`src/rtl/vga_sync_gen.sv`:
```
// vga_sync_gen: parameterised VGA timing generator with pixel-rate divider and registered sync/status outputs.
module vga_sync_gen #(
   parameter int H_VISIBLE = 640,
   parameter int H_FP      = 16,
   parameter int H_SYNC    = 96,
   parameter int H_BP      = 48,
   parameter int V_VISIBLE = 480,
   parameter int V_FP      = 10,
   parameter int V_SYNC    = 2,
   parameter int V_BP      = 33,
   parameter int SYNC_POL  = 0,
   parameter int CLK_DIV   = 2
) (
   input  logic        clk,
   input  logic        rst,
   output logic        h_sinc,
   output logic        v_sinc,
   output logic [10:0] countH,
   output logic [10:0] countV,
   output logic        video_on,
   output logic        pix_en,
   output logic        line_start,
   output logic        frame_start
);
   localparam logic [10:0] H_LAST  = 11'(H_VISIBLE + H_FP + H_SYNC + H_BP - 1);
   localparam logic [10:0] V_LAST  = 11'(V_VISIBLE + V_FP + V_SYNC + V_BP - 1);
   localparam logic [10:0] H_VIS   = 11'(H_VISIBLE);
   localparam logic [10:0] V_VIS   = 11'(V_VISIBLE);
   localparam logic [10:0] HS_BEG  = 11'(H_VISIBLE + H_FP);
   localparam logic [10:0] HS_END  = 11'(H_VISIBLE + H_FP + H_SYNC);
   localparam logic [10:0] VS_BEG  = 11'(V_VISIBLE + V_FP);
   localparam logic [10:0] VS_END  = 11'(V_VISIBLE + V_FP + V_SYNC);
   localparam logic [3:0]  DIV_MAX = 4'(CLK_DIV - 1);
   localparam logic        ACT     = (SYNC_POL != 0);

   logic [3:0]  div;
   logic [10:0] h_nxt, v_nxt;

   assign pix_en = (div == DIV_MAX);

   // status flags are decoded from the next position so they land together with the counters
   always_comb begin
      h_nxt = (countH == H_LAST) ? 11'd0 : countH + 11'd1;
      v_nxt = (countH != H_LAST) ? countV : (countV == V_LAST) ? 11'd0 : countV + 11'd1;
   end

   always_ff @(posedge clk or posedge rst) begin
      if (rst) begin
         div         <= '0;
         countH      <= H_LAST;
         countV      <= V_LAST;
         h_sinc      <= ~ACT;
         v_sinc      <= ~ACT;
         video_on    <= 1'b0;
         line_start  <= 1'b0;
         frame_start <= 1'b0;
      end else begin
         div <= pix_en ? 4'd0 : div + 4'd1;
         if (pix_en) begin
            countH      <= h_nxt;
            countV      <= v_nxt;
            h_sinc      <= (h_nxt >= HS_BEG && h_nxt < HS_END) ? ACT : ~ACT;
            v_sinc      <= (v_nxt >= VS_BEG && v_nxt < VS_END) ? ACT : ~ACT;
            video_on    <= (h_nxt < H_VIS) && (v_nxt < V_VIS);
            line_start  <= (h_nxt == 11'd0);
            frame_start <= (h_nxt == 11'd0) && (v_nxt == 11'd0);
         end
      end
   end
endmodule

```
`config.mk`:
```
export PLATFORM = sky130hd
export DESIGN_NAME = vga_sync_gen
export DESIGN_NICKNAME = d
export VERILOG_FILES = /design/src/rtl/vga_sync_gen.sv
export SDC_FILE = /design/constraint.sdc
export NUM_CORES = 1
export LEC_CHECK = 0
export CAP_MARGIN = 20
export CORE_ASPECT_RATIO = 0.9
export CORE_UTILIZATION = 49
export CTS_CLUSTER_SIZE = 16
export DETAILED_ROUTE_END_ITERATION = 12
export HOLD_SLACK_MARGIN = 0.02
export PLACE_DENSITY = 0.78
export SLEW_MARGIN = 10
export SYNTH_ARGS = -nofsm -noshare
export SYNTH_HDL_FRONTEND = slang
export SYNTH_SLANG_ARGS = --single-unit
```
`constraint.sdc`:
```
create_clock -name clk -period 2.22 [get_ports clk]
set_input_delay 0.444 -clock clk [delete_from_list [all_inputs] [get_ports clk]]
set_output_delay 0.444 -clock clk [all_outputs]
set_load 0.01 [all_outputs]
```
## Yosys cells after proc, flatten, opt, wreduce, memory -nomap -nowiden

Index checks and enable logic that the tools add are counted.

| storage, ports and cells | value |
|---|---|
| register bits | 31 |
| input port bits | 2 |
| output and inout port bits | 28 |

| cells by class | value |
|---|---|
| add/sub/neg operators | 3 |
| magnitude comparators | 6 |
| eq/ne operators | 4 |
| multiplexer cells | 6 |
| reductions and logical operators | 6 |

Operators with widths:

| kind | count |
|---|---|
| 11-bit 2-to-1 mux | 3 |
| 11-bit by 1-bit adder with 11-bit output, second input constant | 2 |
| 11-bit by 10-bit == test with 1-bit output, second input constant | 2 |
| 11-bit zero test | 2 |
| 11-bit by 10-bit < comparator with 1-bit output, second input constant | 2 |
| 11-bit by 9-bit < comparator with 1-bit output, second input constant | 2 |
| 11-bit by 10-bit greater-or-equal comparator with 1-bit output, second input constant | 1 |
| 11-bit by 9-bit greater-or-equal comparator with 1-bit output, second input constant | 1 |
| 11-bit by 10-bit inequality test with 1-bit output, second input constant | 1 |
| 4-bit by 1-bit adder with 4-bit output, second input constant | 1 |
| 4-bit by 1-bit == test with 1-bit output, second input constant | 1 |
| 1-bit logical AND | 4 |
| 4-bit 2-to-1 mux | 1 |
| 1-bit 2-to-1 mux | 2 |

## Depth between registers and ports, before layout

Gate-level depths: netlist (run 1).

| depth | value |
|---|---|
| word-level depth | 6 |
| depth in mapped cells | 10 |
| mapped depth without buffers | 8 |

## Worst setup path before layout (run 1)

OpenSTA, ideal clock, no wires.

| path | value |
|---|---|
| path type | reg-to-reg |
| start | reg countH[0] |
| end | reg frame_start |
| setup time | 0.092 ns |
| arrival time | 2.257 ns |
| slack | -0.128 ns |
| cell stages (with the launch flop) | 10 |
| clock period less this slack | 2.348 ns |
| cell sequence | dfstp_2 -> ha_1 -> and4_1 -> buf_4 -> and3_1 -> buf_6 -> o21ai_1 -> a221o_1 -> or2_1 -> o31ai_2 |

| between the ends | value |
|---|---|
| cells in the longest elaborated chain, start to end | 4 |
| elaborated cells between the ends (all ways) | 8 |

Ends and longest elaborated chain:

| item | RTL line | text |
|---|---|---|
| from (decl) | 18 | `output logic [10:0] countH,` |
| from (signal assigned) | 60 | `countH <= h_nxt;` |
| 11-bit by 1-bit adder with 11-bit output (tied with other cells) | 43 | `h_nxt = (countH == H_LAST) ? 11'd0 : countH + 11'd1;` |
| 11-bit 2-to-1 mux, on equally long branches | 43, 44 |  |
| 11-bit zero test | 66 | `frame_start <= (h_nxt == 11'd0) && (v_nxt == 11'd0);` |
| 1-bit logical AND (*) | 66 |  |
| to (signal assigned) | 66 |  |
| to (decl) | 23 | `output logic frame_start` |

Mark *: on every way between the ends. The rest lies on a longest branch, timed or not.
A chain may end at the register's enable or synchronous reset.

## Worst setup path after layout (run 1)

| path | value |
|---|---|
| start | reg countV[9] |
| end | reg v_sinc |

| between the ends | value |
|---|---|
| cells in the longest elaborated chain, start to end | 6 |
| elaborated cells between the ends (all ways) | 8 |

Ends and longest elaborated chain:

| item | RTL line | text |
|---|---|---|
| from (decl) | 19 | `output logic [10:0] countV,` |
| from (signal assigned) | 61 | `countV <= v_nxt;` |
| 11-bit by 1-bit adder with 11-bit output or 11-bit by 10-bit == test with 1-bit output (tied branches) | 44 | `v_nxt = (countH != H_LAST) ? countV : (countV == V_LAST) ? 11'd0 : countV + 11'd1;` |
| 11-bit 2-to-1 mux | 44 |  |
| 11-bit 2-to-1 mux (*) | 44 |  |
| 11-bit by 9-bit greater-or-equal comparator with 1-bit output or 11-bit by 9-bit < comparator with 1-bit output (tied branches) | 63 | `v_sinc <= (v_nxt >= VS_BEG && v_nxt < VS_END) ? ACT : ~ACT;` |
| 1-bit logical AND (*) | 63 |  |
| 1-bit 2-to-1 mux (*) | 63 |  |
| to (signal assigned) | 53 | `v_sinc <= ~ACT;` |
| to (signal assigned) | 63 |  |
| to (decl) | 17 | `output logic v_sinc,` |

Marked as above.

==> reports/qor_table.md, run 1 <==
| Parameter | Reported |
| --- | --- |
| Outcome | finished clean |
| Register area share after synthesis | 0.371 |
| Starting density of the core | 0.516 |
| Path type of the worst min-delay path | register to register |
| Mean routed wirelength per cell | 15.2 µm |
| Worst Hold Margin | 0.498 ns |
| Arr. time, crit path | 2.35 ns |
| Post-route clock skew | 0.00521 ns |
| Time the worst path needs with I/O delays and setup | 2.14 ns |
| Worst min-delay path startpoint | line_start |
| Maximum number of pins on one net before global-route repair | 32 |
| Synth top cells by count | nand2_1, dfrtp_1, nor2_1, o21ai_0 |
| Share of total power in combinational logic | 0.013 |
| Horizontal die dimension | 71.5 µm |
| Worst Path Class, Setup | register to register |
| Share of the synthesized area in the top cell type | 0.223 |
| # diodes | 0 |
| CP Launch Point | countV[9] |
| Die area | 4620 µm² |
| Post-detailed-placement half-perimeter wirelength | 3840 µm |
| Total routed wirelength | 5240 µm |
| F_max | 467 MHz |
| Cell count after synthesis | 248 |
| Post-synth EDFFs | 0 |
| Worst-case headroom to the max-slew limit | 0.722 |
| Number of global-route vias before repair | 1864 |
| First DRT Iteration DRCs | 127 |
| Net switching share of the total power | 0.214 |
| Measured slew at the worst slew-check pin | 0.417 ns |
| Crit start category | register |
| Standard cell core area | 4130 µm² |
| Power dissipated by switching net loads | 0.232 mW |
| Proportion of synthesized flip-flops having asynchronous set or reset | 1.00 |
| Number of top-level design ports | 30 |
| Critical R2R Launch | countV[9] |
| Initial antenna violation count | 0 |
| Maximum fanout encountered on the critical timing path | 3 |
| Worst IR drop on VDD | 0.383 mV |
| Routed vias | 1997 |
| Global-route congestion overflow total | 0 |
| Final hold violation count | 0 |
| P_int | 0.852 mW |
| Post-layout nets | 302 |
| Unrepaired setup endpoints after global routing | true |
| MaxCap Viol Count | 0 |
| Crit end category | register |
| Clock share of power | 0.465 |
| Fraction of layout cells with a size suffix above 1 | 0.222 |
| Total DRC errors in the routed layout | 0 |
| Clock tree buffer depth | 2 |
| Cell leakage power | 1.13 nW |
| TritonCTS Buffers | 5 |
| Via-per-instance ratio | 5.79 |
| Synth area leader | dfrtp_1 |
| Post-Synthesis Cell Area | 2130 µm² |
| Antenna Nets Post-Route | 0 |
| Primary FF master, synth | dfrtp_1 |
| CTS tree | yes |
| Total number of yosys warnings | 0 |
| Cell area after placement | 2610 µm² |
| I/O Buffers | 29 |
| Number of core rows | 22 |
| GP Congestion | 0.891 |
| Clock transition at the register clock pins on the worst setup and hold paths after CTS | 0.07 ns |
| Master cell of the clock root buffer | clkbuf_8 |
| Total routing usage reported by global routing | 0.245 |
| Final Slew Violations | 0 |
| Power density normalized to cell area | 398 nW/µm² |
| Crit path required time | 2.43 ns |
| Mean instance size in the synthesized netlist | 8.59 µm² |
| Number of setup violations in the final report | 0 |
| Distinct cell type count after synthesis | 58 |
| Source-to-sink clock delay at the later pin of the worst-skew pair | 0.29 ns |
| Net count after synthesis | 254 |
| Cell types with the largest area share after synthesis | dfrtp_1, dfstp_2, nand2_1, xnor2_1, o21ai_0 |
| Count leader, synth | nand2_1 |
| Post-route clock period utilization | 0.965 |
| Layout-stage area growth over the synthesis result | 27.8% |
| CTS HTree Levels | 2 |
| Sinks on Clock Net | 31 |
| First-pass DRT Iterations | 4 |
| Chip height | 64.6 µm |
| Power share of the sequential group | 0.522 |
| Summed area of non-filler cells in the final layout | 2720 µm² |
| Flops & latches, synth | 31 |
| Wire length of the first global-routing pass | 8690 µm |
[layout by cell type, fill, tap and decap left out, types with 7 or more instances in the layout]
| cell type | instances |
|---|---|
| a21oi_1 | 7 |
| buf_4 | 32 |
| clkbuf_8 | 7 |
| clkdlybuf4s50_1 | 28 |
| dfrtp_1 | 19 |
| dfstp_2 | 12 |
| inv_1 | 8 |
| nand2_1 | 37 |
| nand3_1 | 14 |
| nand4_1 | 7 |
| nor2_1 | 16 |
| nor3_1 | 9 |
| o21ai_0 | 16 |
| xnor2_1 | 14 |
[registers in the layout, summed over array words and instances (netlist names)]
register and cells:
countH 11, countV 11, div 4, frame_start 1, h_sinc 1, line_start 1
v_sinc 1, video_on 1
[through the flow]
step                      std cells  utilization  setup slack (ns)  setup TNS (ns)  total power [mW]
after floorplan                 248            -           0.00343               0             0.584
after global placement          336        0.632             0.145               0             0.590
after detailed placement        336        0.632            0.0958               0             0.591
after CTS                       345        0.658            0.0767               0              1.10
after global routing            345        0.660           -0.0101         -0.0114              1.12
final                           345        0.660            0.0787               0              1.08
[repair_timing]
action | CTS | global route
setup buffers | 1 | 0
pin swaps | 0 | 0
gates resized for setup | 1 | 2
hold endpoints to repair | 0 | 0
setup endpoints to repair | 1 | 3
hold buffers | 0 | 0
[kinds of logic after synthesis]
| logic type | Yosys count | synth area share |
|---|---|---|
| buffers and inverters | 30 | 0.0769 |
| and+or+nand+nor | 116 | 0.297 |
| DFF | 31 | 0.371 |
| AOI/OAI and AO/OA | 49 | 0.156 |
| adders and majority gates | 4 | 0.0235 |
| xor gates and xnor gates | 16 | 0.0658 |
| muxes | 2 | 0.00998 |
[path summary, 6_finish.rpt]
check / endpoint / slack (ns) / cells past startpoint
setup / recovery: v_sinc / 0.08 / 6
hold / removal: line_start / 0.50 / 2
setup reg to reg: v_sinc / 0.08 / 6
hold reg to reg: line_start / 0.50 / 2
max in group asynchronous: countH[9] / 1.35 / 3
min in group asynchronous: countV[4] / 0.54 / 3
[critical path, cell delays in order (launching register included)]
cell     delay [ns]
dfstp_2        0.54
or4b_4         0.47
nor4_4         0.18
o21ai_1        0.09
a221o_1        0.36
nor4_1         0.31
a21oi_1        0.11
[final cells by class]
type                       count  area (µm²)
tap                           48        60.1
inverter                       9        33.8
sequential                    31         791
clock buffer                   8         100
multi-input combinational    187        1200
timing repair buffer          62         541
fill                         341        1410
[power groups by stage]
stage          sequential [mW]  combinational (mW)  clock, mW
2_1_floorplan            0.576             0.00816          0
3_3_place_gp             0.576              0.0145          0
3_5_place_dp             0.576              0.0150          0
4_1_cts                  0.566              0.0150      0.515
5_1_grt                  0.565              0.0173      0.537
6_report                 0.566              0.0141      0.504
[layer usage]
metal / up-vias / wire, µm / GRT usage
met5: - / 0 / 0
met4: 0 / 49 / 0.0711
met3: 5 / 305 / 0.0653
met2: 53 / 2420 / 0.377
met1: 965 / 2470 / 0.340
li1: 974 / - / -
Power figures use the tool's default switching activity.
==> run 2: changes to the inputs <==
==> constraint.sdc (replaced) <==
create_clock -name clk -period 2.22 [get_ports clk]
set_input_delay 0.222 -clock clk [delete_from_list [all_inputs] [get_ports clk]]
set_output_delay 0.222 -clock clk [all_outputs]
set_load 0.01 [all_outputs]
==> run 2 against run 1 <==
  * Clock skew rose by 0.0024 ns
  * Sequential power barely moved
  * Hold slack worse by 0.18 ns
  * Maximum frequency barely moved
  * Final cell count up 0.58%
  * Sequential cell count stayed put
==> reports/qor_table.md, run 2 (same netlist as run 1, synthesis figures left out) <==
| Parameter | Reported |
| --- | --- |
| Summed area of non-filler cells in the final layout | 2770 µm² |
| Total power consumption of the routed design | 1.17 mW |
| I/O Buffers | 29 |
| Unrepaired setup endpoints after global routing | true |
| GP Congestion | 0.895 |
| Wire length of the first global-routing pass | 8230 µm |
| Measured slew at the worst slew-check pin | 0.406 ns |
| Setup WS pre-CTS | 0.121 ns |
| Maximum fanout encountered on the critical timing path | 6 |
| Sinks on Clock Net | 31 |
| Arr. time, crit path | 2.35 ns |
| Post-detailed-placement half-perimeter wirelength | 3660 µm |
| F_max | 467 MHz |
| Fillers | 347 |
| Crit end category | register |
| Standard cell core area | 4130 µm² |
| Worst R2R Setup Slack | 0.08 ns |
| Global-route congestion overflow total | 0 |
| Initial antenna violation count | 0 |
| Number of global-route vias before repair | 1701 |
| Number of setup violations in the final report | 0 |
| Mean routed wirelength per cell | 14.5 µm |
| Number of core rows | 22 |
| Worst Path Class, Setup | register to register |
| Master cell of the clock root buffer | clkbuf_8 |
| Maximum number of pins on one net before global-route repair | 32 |
| Most common library cell in the layout ignoring fill and taps | nand2_1 |
| Final Slew Violations | 0 |
| Layout-stage area growth over the synthesis result | 30.1% |
| Regs by FF count | countH x11, countV x11, div x4 |
| Clock transition at the register clock pins on the worst setup and hold paths after CTS | 0.07 ns |
| Path type of the worst min-delay path | input pin to async pin |
| Crit path required time | 2.42 ns |
| Total DRC errors in the routed layout | 0 |
| Most frequent cells in the layout | nand2_1, buf_4, clkdlybuf4s50_1, dfrtp_1, o21ai_0 |
| Chip height | 64.6 µm |
| TritonCTS Buffers | 5 |
| First DRT Iteration DRCs | 130 |
| Time the worst path needs with I/O delays and setup | 2.14 ns |
| Starting density of the core | 0.516 |
| Post-route clock skew | 0.00757 ns |
| Post-layout nets | 304 |
| Cell area after placement | 2610 µm² |
| # diodes | 0 |
| CTS tree | yes |
| Worst-case headroom to the max-slew limit | 0.729 |
| Post-route clock period utilization | 0.965 |
| Fraction of layout cells with a size suffix above 1 | 0.241 |
| Power density normalized to cell area | 421 nW/µm² |
| Number of top-level design ports | 30 |
| Total routing usage reported by global routing | 0.233 |
| MaxCap Viol Count | 0 |
| Routed vias | 1962 |
| Worst IR drop on VDD | 0.322 mV |
| Outcome | finished clean |
| Source-to-sink clock delay at the later pin of the worst-skew pair | 0.29 ns |
| Clock tree buffer depth | 2 |
| Min setup slack post-route | 0.0777 ns |
| CTS HTree Levels | 2 |
| Antenna Nets Post-Route | 0 |
| Final hold violation count | 0 |
| Horizontal die dimension | 71.5 µm |
| Utilization after layout | 0.671 |
| Cell leakage power | 1.15 nW |
| Crit start category | register |
| First-pass DRT Iterations | 4 |
| Total routed wirelength | 5020 µm |
| Die area | 4620 µm² |
| Sum Neg Setup Slack | 0 ns |
| Via-per-instance ratio | 5.65 |
==> run 2: final cells by class <==
cell class / count / area (µm²) / share of cell area
Clock buffer: 6 / 82.6 / 0.0298
Clock inverter: 2 / 35.0 / 0.0126
Inverter: 9 / 33.8 / 0.0122
Multi-Input combinational cell: 187 / 1210 / 0.437
Sequential cell: 31 / 791 / 0.285
Tap cell: 48 / 60.1 / 0.0217
Timing Repair Buffer: 64 / 557 / 0.201
==> run 2: through the flow <==
stage	hold slack [ns]	instances
after detailed placement	0.480	336
final	0.316	347
after CTS	0.326	344
after global placement	0.478	336
after global routing	0.377	347
after floorplan	0.317	248
==> run 2: critical path, stage by stage (launching register included) <==
cell and delay, ns:
dfstp_2 0.54, or4b_4 0.47, nor4_4 0.19, buf_6 0.16
buf_4 0.11, a31o_1 0.08, a21oi_1 0.10, or2_1 0.25
o31ai_2 0.16
==> run 2: timing repair <==
item	CTS	global route
setup buffers	0	3
setup endpoints to repair	0	4
hold endpoints to repair	0	0
hold buffers	0	0
gates resized for setup	0	5
==> run 2: layer usage <==
metal / part of all wire / vias to the layer above / track usage
li1: - / 984 / -
met1: 0.52 / 927 / 0.359
met2: 0.43 / 46 / 0.321
met3: 0.041 / 5 / 0.0622
met4: 0.0096 / 0 / 0.0588
met5: 0 / - / 0
==> run 2: report_power, final <==
part / switching [mW] / internal [mW]
combinational: 0.0112 / 0.00281
clock: 0.224 / 0.363
sequential: 0 / 0.566
total: 0.235 / 0.932
==> run 2: path summary, 6_finish.rpt <==
path | start | to | depth (start not counted)
hold / removal | rst | countV[10] | 3
setup / recovery | countV[9] | frame_start | 8
min in group clk | line_start | line_start | 2
hold reg to reg | line_start | line_start | 2
max in group asynchronous | rst | h_sinc | 3
setup reg to reg | countV[9] | frame_start | 8
